<file path="config.mk">
export PLATFORM = sky130hd
export DESIGN_NAME = dcache_ctrl
export DESIGN_NICKNAME = d
export VERILOG_FILES = /design/src/rtl/dcache_pkg.sv /design/src/rtl/dcache_word_merge.sv /design/src/rtl/dcache_ctrl.sv
export SDC_FILE = /design/constraint.sdc
export NUM_CORES = 1
export LEC_CHECK = 0
export BUFFER_PORTS_ARGS = -buffer_cell sky130_fd_sc_hd__buf_4
export CAP_MARGIN = 10
export CORE_AREA = 2 2 542 544
export CTS_CLUSTER_SIZE = 40
export DETAILED_ROUTE_END_ITERATION = 8
export DIE_AREA = 0 0 544 546
export GPL_ROUTABILITY_DRIVEN = 0
export PLACE_DENSITY = 0.3
export SKIP_CTS_REPAIR_TIMING = 1
export SYNTH_ARGS = -nofsm -noshare
export SYNTH_HDL_FRONTEND = slang
export SYNTH_SLANG_ARGS = --single-unit
export TNS_END_PERCENT = 5
</file>
<file path="constraint.sdc">
create_clock -name clk_i -period 4.59 [get_ports clk_i]
set_input_delay 0.918 -clock clk_i [delete_from_list [all_inputs] [get_ports clk_i]]
set_output_delay 0.918 -clock clk_i [all_outputs]
set_load 0.02 [all_outputs]
</file>
<file path="src/rtl/dcache_pkg.sv">
// dcache_pkg: geometry, tag-entry layout and FSM encoding shared by the data cache controller.
// Latency: n/a (types and constants only).
// Backpressure: n/a.
package dcache_pkg;

  localparam int TAG_W      = 55;
  localparam int IDX_W      = 4;
  localparam int LINE_W     = 256;
  localparam int WORD_SEL_W = 2;
  localparam int WORD_W     = 64;
  localparam int OFFS_W     = 5;

  // Tag entry layout: {valid, dirty, tag}
  localparam int ENTRY_W         = TAG_W + 2;
  localparam int ENTRY_VALID_BIT = TAG_W + 1;
  localparam int ENTRY_DIRTY_BIT = TAG_W;

  typedef struct packed {
    logic             valid;
    logic             dirty;
    logic [TAG_W-1:0] tag;
  } tag_entry_t;

  typedef enum logic [1:0] {
    ST_IDLE,
    ST_COMPARE,
    ST_WRITEBACK,
    ST_ALLOCATE
  } state_t;

  // Every entry the controller writes is valid; only dirty and tag vary.
  function automatic tag_entry_t make_entry(input logic dirty, input logic [TAG_W-1:0] tag);
    tag_entry_t e;
    e.valid = 1'b1;
    e.dirty = dirty;
    e.tag   = tag;
    return e;
  endfunction

endpackage

</file>
<file path="src/rtl/dcache_word_merge.sv">
// dcache_word_merge: selects one 64-bit word of a line and builds the line with that word replaced.
// Latency: combinational.
// Backpressure: none.
// Ports: line_i/sel_i/wdata_i in; rd_word_o = selected word, line_o = line_i with word sel_i := wdata_i.
module dcache_word_merge
  import dcache_pkg::*;
(
  input  logic [LINE_W-1:0]     line_i,
  input  logic [WORD_SEL_W-1:0] sel_i,
  input  logic [WORD_W-1:0]     wdata_i,
  output logic [WORD_W-1:0]     rd_word_o,
  output logic [LINE_W-1:0]     line_o
);

  always_comb begin
    rd_word_o = line_i[int'(sel_i)*WORD_W +: WORD_W];
    line_o    = line_i;
    line_o[int'(sel_i)*WORD_W +: WORD_W] = wdata_i;
  end

endmodule

</file>
<file path="src/rtl/dcache_ctrl.sv">
// dcache_ctrl: direct-mapped, write-back, write-allocate data cache controller (16 sets x 32-byte lines).
// Latency: hit completes 2 cycles after acceptance; a miss adds an optional write-back and a refill.
// Backpressure: one request at a time; cpu inputs are ignored outside IDLE, memory stalls via mem_ready_i.
// Ports: cpu_* request/response, tag_*/data_* external array access (index shared), mem_* line refill/evict.
// Option DCACHE_STATS_EN adds stat_hit_o/stat_miss_o counters of first-pass lookups.
module dcache_ctrl
  import dcache_pkg::*;
(
  input  logic                 clk_i,
  input  logic                 rst_i,
`ifdef DCACHE_STATS_EN
  output logic [31:0]          stat_hit_o,
  output logic [31:0]          stat_miss_o,
`endif
  input  logic                 cpu_valid_i,
  input  logic                 cpu_we_i,
  input  logic [63:0]          cpu_addr_i,
  input  logic [WORD_W-1:0]    cpu_wdata_i,
  output logic                 cpu_ready_o,
  output logic [WORD_W-1:0]    cpu_rdata_o,
  output logic [IDX_W-1:0]     tag_index_o,
  output logic                 tag_we_o,
  output logic [ENTRY_W-1:0]   tag_write_o,
  input  logic [ENTRY_W-1:0]   tag_read_i,
  output logic                 data_we_o,
  output logic [LINE_W-1:0]    data_write_o,
  input  logic [LINE_W-1:0]    data_read_i,
  output logic                 mem_valid_o,
  output logic                 mem_we_o,
  output logic [63:0]          mem_addr_o,
  output logic [LINE_W-1:0]    mem_wdata_o,
  input  logic [LINE_W-1:0]    mem_rdata_i,
  input  logic                 mem_ready_i
);

  state_t                  state;
  logic                    req_we;
  logic [TAG_W-1:0]        req_tag;
  logic [IDX_W-1:0]        req_idx;
  logic [WORD_SEL_W-1:0]   req_word;
  logic [WORD_W-1:0]       req_wdata;

  logic                    ent_valid;
  logic                    ent_dirty;
  logic [TAG_W-1:0]        ent_tag;
  logic                    hit;
  logic [WORD_W-1:0]       rd_word;
  logic [LINE_W-1:0]       merged_line;
  tag_entry_t              wr_entry;
  logic                    addr_unused;

  // Byte offset within a word never matters for 64-bit accesses.
  assign addr_unused = ^cpu_addr_i[2:0];

  assign ent_valid = tag_read_i[ENTRY_VALID_BIT];
  assign ent_dirty = tag_read_i[ENTRY_DIRTY_BIT];
  assign ent_tag   = tag_read_i[TAG_W-1:0];
  assign hit       = ent_valid && (ent_tag == req_tag);

  // Looking up with the live address in IDLE lets the arrays settle before COMPARE.
  assign tag_index_o = (state == ST_IDLE) ? cpu_addr_i[8:5] : req_idx;
  assign tag_write_o = wr_entry;

  dcache_word_merge u_merge (
    .line_i    (data_read_i),
    .sel_i     (req_word),
    .wdata_i   (req_wdata),
    .rd_word_o (rd_word),
    .line_o    (merged_line)
  );

  // Array and memory strobes decode the state register; all are masked during reset so an
  // abandoned refill cannot land in the arrays.
  always_comb begin
    tag_we_o     = 1'b0;
    wr_entry     = '0;
    data_we_o    = 1'b0;
    data_write_o = '0;
    mem_valid_o  = 1'b0;
    mem_we_o     = 1'b0;
    mem_addr_o   = '0;
    mem_wdata_o  = '0;
    if (!rst_i) begin
      case (state)
        ST_COMPARE: begin
          if (hit && req_we) begin
            tag_we_o     = 1'b1;
            wr_entry     = make_entry(1'b1, req_tag);
            data_we_o    = 1'b1;
            data_write_o = merged_line;
          end
        end
        ST_WRITEBACK: begin
          mem_valid_o = 1'b1;
          mem_we_o    = 1'b1;
          mem_addr_o  = {ent_tag, req_idx, {OFFS_W{1'b0}}};
          mem_wdata_o = data_read_i;
        end
        ST_ALLOCATE: begin
          mem_valid_o = 1'b1;
          mem_addr_o  = {req_tag, req_idx, {OFFS_W{1'b0}}};
          if (mem_ready_i) begin
            tag_we_o     = 1'b1;
            wr_entry     = make_entry(1'b0, req_tag);
            data_we_o    = 1'b1;
            data_write_o = mem_rdata_i;
          end
        end
        default: ;
      endcase
    end
  end

`ifdef DCACHE_STATS_EN
  logic        first_cmp;   // set for the COMPARE that follows acceptance, not the refill re-check
  logic [31:0] hit_cnt;
  logic [31:0] miss_cnt;
  assign stat_hit_o  = hit_cnt;
  assign stat_miss_o = miss_cnt;
`endif

  always_ff @(posedge clk_i) begin
    if (rst_i) begin
      state       <= ST_IDLE;
      req_we      <= 1'b0;
      req_tag     <= '0;
      req_idx     <= '0;
      req_word    <= '0;
      req_wdata   <= '0;
      cpu_ready_o <= 1'b0;
      cpu_rdata_o <= '0;
`ifdef DCACHE_STATS_EN
      first_cmp   <= 1'b0;
      hit_cnt     <= '0;
      miss_cnt    <= '0;
`endif
    end else begin
      cpu_ready_o <= 1'b0;
      case (state)
        ST_IDLE: begin
          if (cpu_valid_i) begin
            req_we    <= cpu_we_i;
            req_tag   <= cpu_addr_i[63:9];
            req_idx   <= cpu_addr_i[8:5];
            req_word  <= cpu_addr_i[4:3];
            req_wdata <= cpu_wdata_i;
            state     <= ST_COMPARE;
`ifdef DCACHE_STATS_EN
            first_cmp <= 1'b1;
`endif
          end
        end
        ST_COMPARE: begin
`ifdef DCACHE_STATS_EN
          first_cmp <= 1'b0;
          if (first_cmp) begin
            if (hit) hit_cnt  <= hit_cnt + 32'd1;
            else     miss_cnt <= miss_cnt + 32'd1;
          end
`endif
          if (hit) begin
            cpu_ready_o <= 1'b1;
            if (!req_we) cpu_rdata_o <= rd_word;
            state <= ST_IDLE;
          end else if (ent_valid && ent_dirty) begin
            state <= ST_WRITEBACK;
          end else begin
            state <= ST_ALLOCATE;
          end
        end
        ST_WRITEBACK: if (mem_ready_i) state <= ST_ALLOCATE;
        ST_ALLOCATE:  if (mem_ready_i) state <= ST_COMPARE;
        default:      state <= ST_IDLE;
      endcase
    end
  end

endmodule
</file>
# Yosys cells after proc, flatten, opt, wreduce, memory -nomap -nowiden
# Index checks and enable logic that the tools add are counted.
# classes
n_addsub	1
n_eq_ne	7
n_shift	3
n_mux	29
bitwise_logic	2
n_reduce_logical	9
# op_table
cell	n
$mux 256	5
$pmux 256 s2	1
$bwmux 256	1
$shift 64x33->256 const A	1
$shiftx 256x9->64	1
$shiftx 64x33->256	1
$mux 57	3
$pmux 64 s2	1
$pmux 57 s2	1
$mux 64	1
$eq 55x55->1	1
$neg 8->33	1
$mux 1	9
$mux 2	4
$pmux 2 s4	1
$ne 2x2->1 const B	3
$reduce_and 3->1	2
$eq 2x2->1 const B	2
$mux 4	1
$reduce_or 2->1	2
$logic_and 1x1->1	3
$eq 2x1->1 const B	1
$logic_not 2->1	1
$not 1->1	2
other kinds (2)	2
# totals
register_bits	193
in_bits	702
out_inout_bits	706

# Longest topological paths before layout
# logic_depth
depth_word	6
depth_mapped	9

# Modules after synthesis
# From an unflattened synthesis, not the netlist that was laid out.
# unflattened
hier_cells	2511
area_unflattened_um2	18901.9
# by_module_without_submodules
module	n_inst	cells_each	area_per_inst_um2
dcache_ctrl	1	1689	13324.0
dcache_word_merge	1	822	5577.8

# Least setup slack after synthesis
# No wires, ideal clock.
# synth_timing
path_type	flip-flop to output port
start	reg req_word[1]
end	out data_write_o[10]
t_arrival_ps	2946
path_slack_ps	726
stages_incl_launch_ff	9
n_path_buf	3
cell_sequence	dfxtp_1 clkbuf_1 clkbuf_1 inv_1 ha_1 nor3_1 clkbuf_1 a21oi_1 o21ai_0
# synth_between
elab_chain_len	6
# synth_rtl
item	line_no	text
from (decl)	dcache_ctrl.sv:40	logic [WORD_SEL_W-1:0] req_word;
from (signal assigned)	dcache_ctrl.sv:145	req_word <= cpu_addr_i[4:3];
$neg 8->33 *	dcache_word_merge.sv:18	line_o[int'(sel_i)*WORD_W +: WORD_W] = wdata_i;
$shiftx 64x33->256 / $shift 64x33->256 (equally long branches)	dcache_word_merge.sv:18	
$bwmux 256 *	dcache_word_merge.sv:18	
$mux 256 *	dcache_ctrl.sv:86	if (hit && req_we) begin
$pmux 256 s2 *	dcache_ctrl.sv:84	case (state)
$mux 256 *	dcache_ctrl.sv:83	if (!rst_i) begin
to (decl)	dcache_ctrl.sv:26	output logic [LINE_W-1:0] data_write_o,
# Every way passes the cells marked *; elsewhere a longest branch is shown, timed or not.

# Worst setup path after layout
# layout_timing
start	reg req_tag[32]
end	out data_write_o[108]
# layout_between
elab_chain_len	6
# layout_rtl
item	line_no	text
from (decl)	dcache_ctrl.sv:38	logic [TAG_W-1:0] req_tag;
from (signal assigned)	dcache_ctrl.sv:143	req_tag <= cpu_addr_i[63:9];
$eq 55x55->1	dcache_ctrl.sv:58	assign hit = ent_valid && (ent_tag == req_tag);
$logic_and 1x1->1	dcache_ctrl.sv:58	
$logic_and 1x1->1	dcache_ctrl.sv:86	
$mux 256	dcache_ctrl.sv:86	
$pmux 256 s2	dcache_ctrl.sv:84	
$mux 256	dcache_ctrl.sv:83	
# No other way between the ends.

==> impl_metrics.json <==
{
  "status": "complete, but fails checks",
  "violations": "negative setup slack",
  "viasPerCell": 3.48,
  "synth_top_area_cell": "dfxtp_1",
  "worst-setup-path-type": "flop to output pin",
  "final_nets": 4630,
  "whs_ns": 0.466,
  "cts_buffer_depth": 3,
  "clock_latency_ns": 0.60,
  "fin_total_pwr_mw": 9.32,
  "cts_tree": "yes",
  "nFillCells": 34259,
  "synth_cells": 2643,
  "core_um2": 292000,
  "cts.sinks": 193,
  "die_h_um": 546,
  "cts_buffers": 21,
  "setup_viol": 3,
  "synth_edf_count": 0,
  "layout-drive-gt1-share_pct": 42.4,
  "slowest_delay_ns": 0.68,
  "fin_skew_ns": 0.0479,
  "wire_per_inst_um": 34.5,
  "worst_slack_ns": -0.0134,
  "cp.required_ns": 3.67,
  "io-pin-count": 1408,
  "finalMaxSlewViolations": 0,
  "regToRegEndpoint": "cpu_rdata_o[30]$_SDFFE_PP0P_",
  "rsz0062_at_grt": "no",
  "place_ws_ns": 0.0359,
  "dpl_cell_area_um2": 33600,
  "hold_path_depth": 2,
  "drtAntennaViolNets": 0,
  "start_util_pct": 6.14,
  "synth-seq-cells": 193,
  "portBuffers": 1399,
  "drc": 0,
  "drt_iter0_drc": 2357,
  "num_rows": 199,
  "cp_max_fo": 52,
  "crit_path_end_kind": "output pin",
  "area_growth_pct": 92.0,
  "hold_path.startpoint": "cpu_rdata_o[37]$_SDFFE_PP0P_",
  "ys_warn_count": 0,
  "final_common_cell": "buf_4",
  "crit_path_cell_trace": "xnor2_1 -> nand4_1 -> nor4_2 -> buf_4 -> nand3_4 -> nand3b_4 -> buf_12 -> buf_12 -> o21ai_1 -> buf_4",
  "most-common-layout-cells": "buf_4 (1483), nand2_1 (514), a21oi_1 (455)",
  "drt_pass1_iterations": 5,
  "antenna_found_initial": 167,
  "synth_top_area_share_pct": 21.5,
  "timing.rr.start": "req_tag[26]$_SDFFE_PP0P_",
  "design_area_um2": 34400,
  "power_density_nw_per_um2": 271,
  "drv_cap": 0,
  "h-tree-depth": 4,
  "start_kind": "flop",
  "ctsRootBufferMaster": "clkbuf_16",
  "dp.final_hpwl_mm": 232,
  "first_global_vias": 26706,
  "synthTopCellsByArea": "dfxtp_1 (22%), a21oi_1 (13%), nand2_1 (11%), nor2b_1 (9.3%), and2_1 (9.1%)",
  "cp.arrival_ns": 3.69,
  "syn_area_per_cell_um2": 6.78,
  "grt_pass1_wl_mm": 333,
  "ff2ff_path_depth": 8,
  "hp-class": "flop to flop",
  "finalHoldViolations": 0,
  "synthesis.area_um2": 17900,
  "vias": 27552,
  "fin_crit_sh_pct": 100,
  "synth_cell_type_count": 47,
  "overflow": 0,
  "path_clk_slew_ns": 0.08,
  "final_util_pct": 11.8,
  "die-area_um2": 297000,
  "max_freq_ghz": 0.217,
  "cp_slowest_cell": "dfxtp_1",
  "die_w_um": 544,
  "worst_pin_slew_ns": 1.08,
  "reg2reg_slack_ns": 1.00,
  "synthArstFlopShare_pct": 0,
  "drt-total-wl_mm": 273,
  "leakage_nw": 13.7,
  "ys.flop_type": "dfxtp_1",
  "slew_headroom_pct": 27.9,
  "min_period_ns": 4.60,
  "critPathBufInv": 4,
  "min_to": "cpu_rdata_o[37]$_SDFFE_PP0P_",
  "grt.total_usage_pct": 17.6,
  "vdd_drop_max_mv": 0.452,
  "yosysSeqAreaShare_pct": 21.5,
  "grt_max_degree": 138,
  "path_delay_family": "buffers and inverters"
}
## metrics by stage
stage,setup TNS [ns],cells
2_1_floorplan,0,2647
3_3_place_gp,0,7815
3_5_place_dp,0,7815
4_1_cts,-7.03,7848
5_1_grt,0,7859
6_report,-0.0291,7908
## worst register-to-register path: cells and delay by family, from the launching register on
kind	cells	cell delay (ns)
AND/OR/NAND/NOR	4	1.47
buffers and inverters	2	1.09
flip-flops	1	0.48
XOR/XNOR	1	0.24
AO/OA/AOI/OAI	1	0.22
## metal layers
metal | global-route usage, % | share of wire [%]
met5 | 0 | 0.22
met4 | 4.27 | 2.6
met3 | 7.84 | 12
met2 | 26.8 | 43
met1 | 22.4 | 43
## state kept, by name, summed over array words and instances, names as in the netlist
| signal | flops |
|---|---|
| req_idx | 4 |
| req_we | 1 |
| req_word | 2 |
| state | 2 |
| req_wdata | 64 |
| req_tag | 55 |
| cpu_rdata_o | 64 |
| cpu_ready_o | 1 |
## report_power, final
part,switching [mW],internal [mW],total (mW),leakage [nW]
registers,0.483,1.88,2.36,1.58
logic,3.28,1.66,4.95,11.8
clock network,1.10,0.918,2.01,0.298
total,4.86,4.46,9.32,13.7
## synthesized netlist by cell type (all sizes together), types with 7 or more instances
cell	n
and2	262
a21oi	455
clkbuf	200
dfxtp	193
a22o	55
o21ai	321
ha	9
buf	69
nor4	7
nand2	516
xor2	14
mux4	64
nand4	71
a21boi	50
inv	17
xnor2	23
nand2b	14
nor2b	268
## worst max-delay path by stage
stage	cells after the start	end	start
floorplan	8	data_write_o[10]	req_word[1]$_SDFFE_PP0P_
global placement	11	tag_we_o	tag_read_i[47]
detailed placement	11	tag_we_o	tag_read_i[47]
CTS	10	tag_we_o	req_tag[49]$_SDFFE_PP0P_
global route	10	data_write_o[103]	req_tag[32]$_SDFFE_PP0P_
finish	10	data_write_o[108]	req_tag[32]$_SDFFE_PP0P_
## cell families after synthesis
group                    after synthesis  synth area share [%]
AND/OR/NAND/NOR                     1155                  33.3
buffers and inverters                286                  7.12
adder cells (fa/ha/maj)                9                 0.628
other                                  1                0.0209
AO/OA/AOI/OAI                        894                  27.3
XOR/XNOR                              37                  1.81
multiplexers                          68                  8.29
flip-flops                           193                  21.5
## area by class of cell
type | instances | area, um2 | area share [%]
antenna | 60 | 150 | 0.436
clock buffer | 22 | 529 | 1.54
clock inverter | 11 | 106 | 0.309
inverter | 17 | 63.8 | 0.185
multi-input combinational | 2168 | 13000 | 37.7
sequential | 193 | 3890 | 11.3
tap | 3919 | 4900 | 14.2
timing repair buffer | 1518 | 11800 | 34.3
Note: power is estimated with default switching activity, not from simulation.
